$ cat src/rtl/pdm_modulator.sv
// pdm_modulator: signed PCM -> 1-bit PDM delta-sigma modulator with ZOH upsampling.
// Define PDM_MOD2_EN for the second-order loop; the default build is first order.
module pdm_modulator #(
  parameter int I_BW    = 8,
  parameter int OSR     = 250,
  parameter int CLK_DIV = 4
) (
  input  logic            clk_i,
  input  logic            rst_i,
  input  logic            en_i,
  input  logic [I_BW-1:0] data_i,
  input  logic            valid_i,
  output logic            ready_o,
  output logic            pdm_o,
  output logic            pdm_valid_o,
  output logic            underrun_o
);

  localparam int DCW = (CLK_DIV > 2) ? $clog2(CLK_DIV) : 1;
  localparam int BCW = (OSR > 2) ? $clog2(OSR) : 1;

  localparam logic [DCW-1:0] DIV_LAST = DCW'(CLK_DIV - 1);
  localparam logic [BCW-1:0] BIT_LAST = BCW'(OSR - 1);

  localparam logic [0:0] S_IDLE = 1'b0;
  localparam logic [0:0] S_RUN  = 1'b1;

  logic            clear;
  logic            accept;
  logic            tick;
  logic            boundary;

  logic [0:0]      state_q, state_d;
  logic [DCW-1:0]  div_q, div_d;
  logic [BCW-1:0]  bit_q, bit_d;
  logic [I_BW-1:0] cur_q, cur_d;
  logic [I_BW-1:0] nxt_q, nxt_d;
  logic            nxt_valid_q, nxt_valid_d;
  logic            pdm_q, pdm_d;
  logic            pdm_valid_q, pdm_valid_d;
  logic            underrun_q, underrun_d;

  assign clear    = rst_i | ~en_i;
  assign ready_o  = en_i & ~rst_i & ~nxt_valid_q;
  assign accept   = valid_i & ready_o;
  assign tick     = (state_q == S_RUN) && (div_q == DIV_LAST);
  assign boundary = tick && (bit_q == BIT_LAST);

  assign pdm_o       = pdm_q;
  assign pdm_valid_o = pdm_valid_q;
  assign underrun_o  = underrun_q;

  // Control: sample buffering, bit-rate divider and per-sample bit counter.
  always_comb begin
    state_d     = state_q;
    div_d       = div_q;
    bit_d       = bit_q;
    cur_d       = cur_q;
    nxt_d       = nxt_q;
    nxt_valid_d = nxt_valid_q;
    underrun_d  = underrun_q;
    pdm_valid_d = 1'b0;
    unique case (state_q)
      S_IDLE: begin
        if (accept) begin
          cur_d   = data_i;
          div_d   = '0;
          bit_d   = '0;
          state_d = S_RUN;
        end
      end
      S_RUN: begin
        div_d = tick ? '0 : div_q + 1'b1;
        if (tick) begin
          pdm_valid_d = 1'b1;
          bit_d       = boundary ? '0 : bit_q + 1'b1;
        end
        // The boundary consumes the old pending sample before any new accept.
        if (boundary) begin
          if (nxt_valid_q) begin
            cur_d       = nxt_q;
            nxt_valid_d = 1'b0;
          end else begin
            underrun_d  = 1'b1;
          end
        end
        if (accept) begin
          nxt_d       = data_i;
          nxt_valid_d = 1'b1;
        end
      end
      default: state_d = S_IDLE;
    endcase
  end

  // Control registers; disable acts exactly like reset.
  always_ff @(posedge clk_i) begin
    if (clear) begin
      state_q     <= S_IDLE;
      div_q       <= '0;
      bit_q       <= '0;
      cur_q       <= '0;
      nxt_q       <= '0;
      nxt_valid_q <= 1'b0;
      pdm_q       <= 1'b0;
      pdm_valid_q <= 1'b0;
      underrun_q  <= 1'b0;
    end else begin
      state_q     <= state_d;
      div_q       <= div_d;
      bit_q       <= bit_d;
      cur_q       <= cur_d;
      nxt_q       <= nxt_d;
      nxt_valid_q <= nxt_valid_d;
      pdm_q       <= pdm_d;
      pdm_valid_q <= pdm_valid_d;
      underrun_q  <= underrun_d;
    end
  end

`ifdef PDM_MOD2_EN

  localparam int I1W = 12;
  localparam int I2W = 16;

  logic signed [I_BW-1:0]  x;
  logic signed [I_BW:0]    y;
  logic signed [I1W+1:0]   i1_sum;
  logic signed [I2W+1:0]   i2_sum;
  logic signed [I1W-1:0]   i1_new;
  logic signed [I1W-1:0]   i1_q, i1_d;
  logic signed [I2W-1:0]   i2_q, i2_d;
  logic                    sat_seen_q, sat_seen_d;
  logic                    ovf1, ovf2;

  function automatic logic [I1W-1:0] sat_i1(input logic [I1W+1:0] v);
    if (v[I1W+1:I1W-1] == 3'b000 || v[I1W+1:I1W-1] == 3'b111)
      return v[I1W-1:0];
    return v[I1W+1] ? {1'b1, {(I1W-1){1'b0}}} : {1'b0, {(I1W-1){1'b1}}};
  endfunction

  function automatic logic [I2W-1:0] sat_i2(input logic [I2W+1:0] v);
    if (v[I2W+1:I2W-1] == 3'b000 || v[I2W+1:I2W-1] == 3'b111)
      return v[I2W-1:0];
    return v[I2W+1] ? {1'b1, {(I2W-1){1'b0}}} : {1'b0, {(I2W-1){1'b1}}};
  endfunction

  assign x = cur_q;
  // Feedback is +half-scale when i2 is non-negative, else -half-scale.
  assign y = i2_q[I2W-1] ? {2'b11, {(I_BW-1){1'b0}}}
                         : {2'b01, {(I_BW-1){1'b0}}};

  assign i1_sum = (I1W+2)'(i1_q) + (I1W+2)'(x) - (I1W+2)'(y);
  assign i1_new = sat_i1(i1_sum);
  assign i2_sum = (I2W+2)'(i2_q) + (I2W+2)'(i1_new) - (I2W+2)'(y);

  assign ovf1 = (i1_sum[I1W+1:I1W-1] != 3'b000) && (i1_sum[I1W+1:I1W-1] != 3'b111);
  assign ovf2 = (i2_sum[I2W+1:I2W-1] != 3'b000) && (i2_sum[I2W+1:I2W-1] != 3'b111);

  // Second-order loop step; the bit is decided from i2 before its update.
  always_comb begin
    i1_d       = i1_q;
    i2_d       = i2_q;
    pdm_d      = pdm_q;
    sat_seen_d = sat_seen_q;
    if (tick) begin
      pdm_d      = ~i2_q[I2W-1];
      i1_d       = i1_new;
      i2_d       = sat_i2(i2_sum);
      sat_seen_d = sat_seen_q | ovf1 | ovf2;
    end
  end

  // Integrator state plus a sticky record of any saturation event.
  always_ff @(posedge clk_i) begin
    if (clear) begin
      i1_q       <= '0;
      i2_q       <= '0;
      sat_seen_q <= 1'b0;
    end else begin
      i1_q       <= i1_d;
      i2_q       <= i2_d;
      sat_seen_q <= sat_seen_d;
    end
  end

`else

  logic [I_BW-1:0] acc_q, acc_d;
  logic [I_BW-1:0] u;
  logic [I_BW:0]   sum;

  // Offset-binary view of the sample: 0 is mid-scale, full-scale negative is 0.
  assign u   = {~cur_q[I_BW-1], cur_q[I_BW-2:0]};
  assign sum = {1'b0, acc_q} + {1'b0, u};

  // Error-feedback step: carry out is the bit, remainder stays in acc.
  always_comb begin
    acc_d = acc_q;
    pdm_d = pdm_q;
    if (tick) begin
      acc_d = sum[I_BW-1:0];
      pdm_d = sum[I_BW];
    end
  end

  // Accumulator persists across sample boundaries; only clear resets it.
  always_ff @(posedge clk_i) begin
    if (clear) acc_q <= '0;
    else       acc_q <= acc_d;
  end

`endif

endmodule

$ cat config.mk
export PLATFORM = sky130hd
export DESIGN_NAME = pdm_modulator
export DESIGN_NICKNAME = d
export VERILOG_FILES = /design/src/rtl/pdm_modulator.sv
export SDC_FILE = /design/constraint.sdc
export NUM_CORES = 1
export LEC_CHECK = 0
export CORE_AREA = 2 2 61 63
export DETAILED_ROUTE_END_ITERATION = 6
export DIE_AREA = 0 0 63 65
export PLACE_DENSITY = 0.91
export SLEW_MARGIN = 20
export SYNTH_ARGS = -nofsm -noshare
export SYNTH_HDL_FRONTEND = slang
export SYNTH_SLANG_ARGS = --single-unit
export TNS_END_PERCENT = 50
$ cat constraint.sdc
create_clock -name clk_i -period 3.7 [get_ports clk_i]
set_input_delay 0.37 -clock clk_i [delete_from_list [all_inputs] [get_ports clk_i]]
set_output_delay 0.37 -clock clk_i [all_outputs]
set_load 0.01 [all_outputs]
==> flow_summary.ini, run 1 <==
[route]
first_iter_violations = 43
wl_met1_um = 1850
totalWireLength_um = 3950
detailroute.via_count = 1632
highest-signal-layer = met4
dr_wl_met3_um = 137
antenna_violating_nets_post_route = 0
drc = 0
drtPass1Iterations = 4
dr_wl_met2_um = 1880
wl_per_cell_um = 14.1
vias_per_instance = 5.85

[power]
power.static_leakage_uw = 0.000834
vdd.ir_drop.worst_v = 0.000259
logic_gate_share_of_total_power = 0.067
power.net_switching_uw = 169
internal_power_uw = 557
p_seq_frac = 0.589
p_sw_frac = 0.233
share_clk_of_total_power = 0.345
pwr_density_cell_nw_per_um2 = 325

[placed_design]
placed_cells_incl_taps = 271
buffer_ports.inserted = 15
detailedPlacementHpwl_um = 2790
gp_routability_congestion = 0.754
preCtsSetupSlack_ns = 1.14

[finish]
final_cells = 279
layout-drive-gt1-share = 0.0866
antenna_cells_inserted = 0
multi_input_comb_area_sq_um = 1140
total_of_fill_cells_in_the_finished_design = 292
finish.net_count = 254
layout.area.seq_sq_um = 781
area.growth.synth_to_final_pct = 11.2
final_util = 0.639

[setup_path]
most_frequent_cell_on_the_critical_path = clkdlybuf4s50_1
cpMaxStageDelayCell = clkdlybuf4s50_1
cpLargestDelayFamily = buffers and inverters
path_cells = clkdlybuf4s50_1 -> nand2b_1 -> nor2_1 -> clkdlybuf4s50_1
crit_path_max_fanout = 9
timing.critical_path.required_ns = 3.33
worst-path-buf-inv = 2
timing.critical_path.from_type = input port
cp.arrival_ns = 1.87
timing.setup.critical_path_class = in -> out
end_kind = output port
critical_path.max_stage_delay_ns = 0.56

[synthesis]
syn-instance-count = 218
synth.cells.most_frequent = 39 x dfxtp_1, 23 x nor2_1, 16 x a21oi_1, 16 x nand2_1, 14 x mux2i_1
synth-seq-cells = 39
synth_most_common_cell = dfxtp_1
mappedNetlistNets = 242
post_synth.cell_area_avg_sq_um = 9.21
synth_sequential_area_ratio = 0.389
synth_edf_count = 0
cell_area_synth_sq_um = 2010
yosys-top-cells-area = dfxtp_1 39%, mux2i_1 7.0%, ha_1 6.9%
yosys_top_cell_by_area = dfxtp_1
flip_flop_cell_with_the_highest_count_after_synthesis = dfxtp_1
total_number_of_yosys_warnings = 0
synthDominantCellAreaShare = 0.389
postSynth.asyncResetShare = 0
synthDistinctLibCells = 43

[timing]
fmax_ghz = 0.447
fin_worst_hold_slack_ns = 0.473
rsz0062_at_grt = false
final_hold_viol_count = 0
timing_max_transition_violations_final = 0
finalClockSkew_ns = 0.0109
layout_min_cycle_time_ns = 2.24
worst_pin_slew_ns = 0.757
total_of_endpoints_with_negative_setup_slack_in_the_final_report = 0
setup_total_negative_slack_ns = 0
fin_crit_sh = 0.605
max_slew_margin = 0.494
fin_ws_ns = 1.46

[cts]
clock-root-buffer = clkbuf_4
maximum_number_of_buffers_from_clock_root_to_sink = 2
total_cts_buffers = 5
post_cts_hold_buffer_count = 0
cts_tree = done
h_tree_levels = 2
worst_setup_hold_path_clk_slew_ns = 0.12
clock_sinks = 39
post-cts-setup-buffers = 0
cts-resized-gates = 0
worstSkewPairLatency_ns = 0.35

[die]
die_height_um = 65
floorplan.initialDensity = 0.574
floorplan.die.width_um = 63
dieArea_sq_um = 4100
design.portCount = 16
fp.coreArea_sq_um = 3500
core.rowCount = 22

[global_route]
grt_pass1_vias = 1580
initial_antenna_violation_count = 0
total_track_usage = 0.215
grt_pass1_wl_um = 7020
grt_remaining_overflow = 0
grt_max_degree = 25

[status]
result_of_the_run = complete, no violations

[flow_run]
maxCapViolations = 0

[worst_hold_path]
min_path_type = reg -> reg
-- path summary, 6_finish.rpt --
check	startpoint	endpoint	slack [ns]	cells past startpoint
min reg2reg	acc_q[3]$_SDFFE_PP0P_	acc_q[3]$_SDFFE_PP0P_	0.47	2
max reg2reg	state_q$_SDFF_PP0_	bit_q[6]$_SDFFE_PP0P_	1.53	4
min	acc_q[3]$_SDFFE_PP0P_	acc_q[3]$_SDFFE_PP0P_	0.47	2
max	rst_i	ready_o	1.46	4
-- cell families after synthesis --
kind of cell,Yosys count,share of synthesized area
AO/OA/AOI/OAI,54,0.197
XOR/XNOR,1,0.00436
adder cells (fa/ha/maj),12,0.0786
buffers and inverters,17,0.0418
flip-flops,39,0.389
multiplexers,14,0.0698
AND/OR/NAND/NOR,81,0.219
-- layer usage --
metal | global-route usage | vias to the layer above
met5 | 0 | -
met4 | 0.0861 | 0
met3 | 0.0469 | 8
met2 | 0.355 | 32
met1 | 0.274 | 764
li1 | - | 828
-- power groups by stage --
| stage | clock [uW] | sequential, uW | combinational [uW] |
|---|---|---|---|
| 5_1_grt | 270 | 428 | 53.5 |
| 6_report | 250 | 427 | 48.5 |
| 3_3_place_gp | 0 | 436 | 47.0 |
| 3_5_place_dp | 0 | 437 | 48.1 |
| 2_1_floorplan | 0 | 433 | 33.2 |
| 4_1_cts | 252 | 427 | 48.4 |
-- flip-flops by register name, summed over array words and instances (netlist names) --
signal,count
nxt_valid_q,1
state_q,1
underrun_o,1
bit_q,8
acc_q,8
pdm_o,1
pdm_valid_o,1
div_q,2
nxt_q,8
cur_q,8
-- cell type report --
class | instances | share of cell area
well taps | 48 | 0.0269
flip-flops and latches | 39 | 0.350
multi-input cells | 162 | 0.512
repair buffers | 16 | 0.0706
inverters | 6 | 0.0101
clock buffers | 8 | 0.0308
-- cells in the final DEF (no fill, tap or decap), drive strengths merged, types with 3 or more instances in the layout --
cell	n
o21a	3
nand4	9
and2	3
nor3	3
mux2i	14
a211oi	5
clkdlybuf4s50	15
or3	3
inv	6
a211o	3
nand2	16
o21ai	6
ha	11
nor2	23
a21oi	17
dfxtp	39
or4	3
nand3	5
o31ai	9
clkbuf	8
nor2b	7
-- worst min-delay path, cell delays in order, from the launching register on --
cell	delay [ns]
dfxtp_1	0.33
nand2_1	0.05
a21oi_1	0.05
-- stage by stage --
stage	total power (uW)	instance area (sq um)
finish	726	2230
global route	752	2230
CTS	728	2230
detailed placement	485	2160
global placement	483	2160
floorplan	466	2010
(Power assumes the default switching activity.)
==> inputs of run 2 (changes only) <==
--- a/config.mk
+++ b/config.mk
@@ -5,10 +5,10 @@
 export SDC_FILE = /design/constraint.sdc
 export NUM_CORES = 1
 export LEC_CHECK = 0
-export CORE_AREA = 2 2 61 63
+export CORE_AREA = 2 2 63 65
 export DETAILED_ROUTE_END_ITERATION = 6
-export DIE_AREA = 0 0 63 65
-export PLACE_DENSITY = 0.91
+export DIE_AREA = 0 0 65 67
+export PLACE_DENSITY = 0.87
 export SLEW_MARGIN = 20
 export SYNTH_ARGS = -nofsm -noshare
 export SYNTH_HDL_FRONTEND = slang
==> constraint.sdc (replaced) <==
create_clock -name clk_i -period 2.12 [get_ports clk_i]
set_input_delay 0.212 -clock clk_i [delete_from_list [all_inputs] [get_ports clk_i]]
set_output_delay 0.212 -clock clk_i [all_outputs]
set_load 0.01 [all_outputs]
==> flow_summary.ini, run 2 (synthesized netlist as in run 1, its figures left out) <==
[status]
result_of_the_run = complete, no violations

[die]
floorplan.die.width_um = 65
design.portCount = 16
die_height_um = 67
core.rowCount = 22
dieArea_sq_um = 4360
fp.coreArea_sq_um = 3610
floorplan.initialDensity = 0.557

[placed_design]
detailedPlacementHpwl_um = 2720
gp_routability_congestion = 0.827
buffer_ports.inserted = 15

[finish]
layout_common_cells = 39 x dfxtp_1, 23 x nor2_1, 16 x nand2_1, 16 x a21oi_1, 15 x clkdlybuf4s50_1
layout-drive-gt1-share = 0.114
final_common_cell = dfxtp_1
total_of_fill_cells_in_the_finished_design = 282
antenna_cells_inserted = 0
finish.net_count = 260
area.growth.synth_to_final_pct = 15.9
final_util = 0.645

[timing]
layout_min_cycle_time_ns = 1.85
fmax_ghz = 0.542
setup_total_negative_slack_ns = 0
worst_pin_slew_ns = 0.381
rsz0062_at_grt = false
max_slew_margin = 0.739
total_of_endpoints_with_negative_setup_slack_in_the_final_report = 0
timing_max_transition_violations_final = 0
final_hold_viol_count = 0
finalClockSkew_ns = 0.00617
fin_crit_sh = 0.870

[cts]
maximum_number_of_buffers_from_clock_root_to_sink = 2
total_cts_buffers = 5
cts_tree = done
worst_setup_hold_path_clk_slew_ns = 0.07
post-cts-setup-buffers = 0
cts-resized-gates = 0
post_cts_hold_buffer_count = 0
h_tree_levels = 2
clock-root-buffer = clkbuf_8
clock_sinks = 39
worstSkewPairLatency_ns = 0.29

[worst_hold_path]
worstHoldEndpoint = acc_q[3]$_SDFFE_PP0P_
min_from = acc_q[3]$_SDFFE_PP0P_
min_delay_path_depth = 2
min_path_type = reg -> reg

[setup_path]
crit_path_max_fanout = 4
path_cells = ha_1 -> inv_1 -> fa_1 -> nor2b_1 -> o31a_1 -> o311ai_0 -> a211oi_1
worst_r2r_src = cur_q[0]$_SDFFE_PP0P_
end_kind = flip-flop
timing.critical_path.from_type = flip-flop
cpMaxStageDelayCell = fa_1
timing.setup.critical_path_class = reg -> reg
cp.arrival_ns = 2.06
critical_path.max_stage_delay_ns = 0.38
timing.critical_path.required_ns = 2.33
critical_path.reg2reg.endpoint = pdm_o$_SDFFE_PP0P_
worst-r2r-setup-slack_ns = 0.27
ff2ff_path_depth = 7

[flow_run]
maxCapViolations = 0

[power]
power.static_leakage_uw = 0.000884
pwr_density_cell_nw_per_um2 = 635
vdd.ir_drop.worst_v = 0.000699

[route]
detailroute.via_count = 1600
vias_per_instance = 5.61
wl_per_cell_um = 13.2
first_iter_violations = 83
drc = 0
drtPass1Iterations = 4
antenna_violating_nets_post_route = 0
totalWireLength_um = 3760

[global_route]
total_track_usage = 0.198
grt_pass1_vias = 1512
initial_antenna_violation_count = 0
grt_pass1_wl_um = 6600
grt_remaining_overflow = 0
grt_max_degree = 18
==> run 2: cell count changes in the layout (fill, tap and decap cells not counted) <==
cell | before | now
clkinv_2 | 0 | 1
buf_4 | 1 | 7
bufinv_16 | 0 | 1
clkbuf_4 | 5 | 0
clkbuf_8 | 2 | 6
clkbuf_1 | 1 | 0
==> run 2: per-layer routing <==
layer  global-route usage  wire [um]  part of all wire
met1                0.254       1850              0.49
met2                0.318       1730              0.46
met3               0.0456         95             0.025
met4               0.0851         73             0.019
met5                    0          0                 0
==> run 2: cell type report <==
class | instances | area, sq um | share of cell area
clock buffers | 6 | 82.6 | 0.0355
well taps | 48 | 60.1 | 0.0258
inverters | 6 | 22.5 | 0.00968
clock inverters | 2 | 35.0 | 0.0151
flip-flops and latches | 39 | 781 | 0.336
multi-input cells | 162 | 1140 | 0.491
repair buffers | 22 | 203 | 0.0871
==> run 2: per-stage QoR <==
stage                     setup slack [ns]  power, uW  hold WS, ns  cell area [sq um]  cells
after floorplan                      0.526        814        0.356               2010    218
after global placement               0.280        849        0.445               2210    277
after detailed placement             0.256        851        0.456               2210    277
after CTS                            0.297       1480        0.466               2330    285
after global routing                0.0500       1540        0.485               2330    285
final                                0.275       1480        0.464               2330    285
==> run 2: how the worst max path moves through the flow <==
stage,start,endpoint,slack [ns],depth (start not counted)
after floorplan,cur_q[0]$_SDFFE_PP0P_,pdm_o$_SDFFE_PP0P_,0.53,7
after global placement,en_i,bit_q[3]$_SDFFE_PP0P_,0.28,6
after detailed placement,en_i,bit_q[6]$_SDFFE_PP0P_,0.26,5
after CTS,cur_q[0]$_SDFFE_PP0P_,pdm_o$_SDFFE_PP0P_,0.30,7
after global routing,cur_q[0]$_SDFFE_PP0P_,pdm_o$_SDFFE_PP0P_,0.05,7
final,cur_q[0]$_SDFFE_PP0P_,pdm_o$_SDFFE_PP0P_,0.27,7
==> run 2: where the power goes <==
part | total [uW] | internal, uW | switching [uW]
sequential | 742 | 737 | 5.13
clock | 643 | 381 | 262
combinational | 93.2 | 44.3 | 49.0
total | 1480 | 1160 | 316
==> run 2: worst max-delay path: cells and delay by family (launching register included) <==
family          cells  cell delay (ns)
fa+ha+maj           2             0.56
simple gates        1             0.22
buf+inv             1             0.06
compound gates      3             0.58
flops               1             0.35
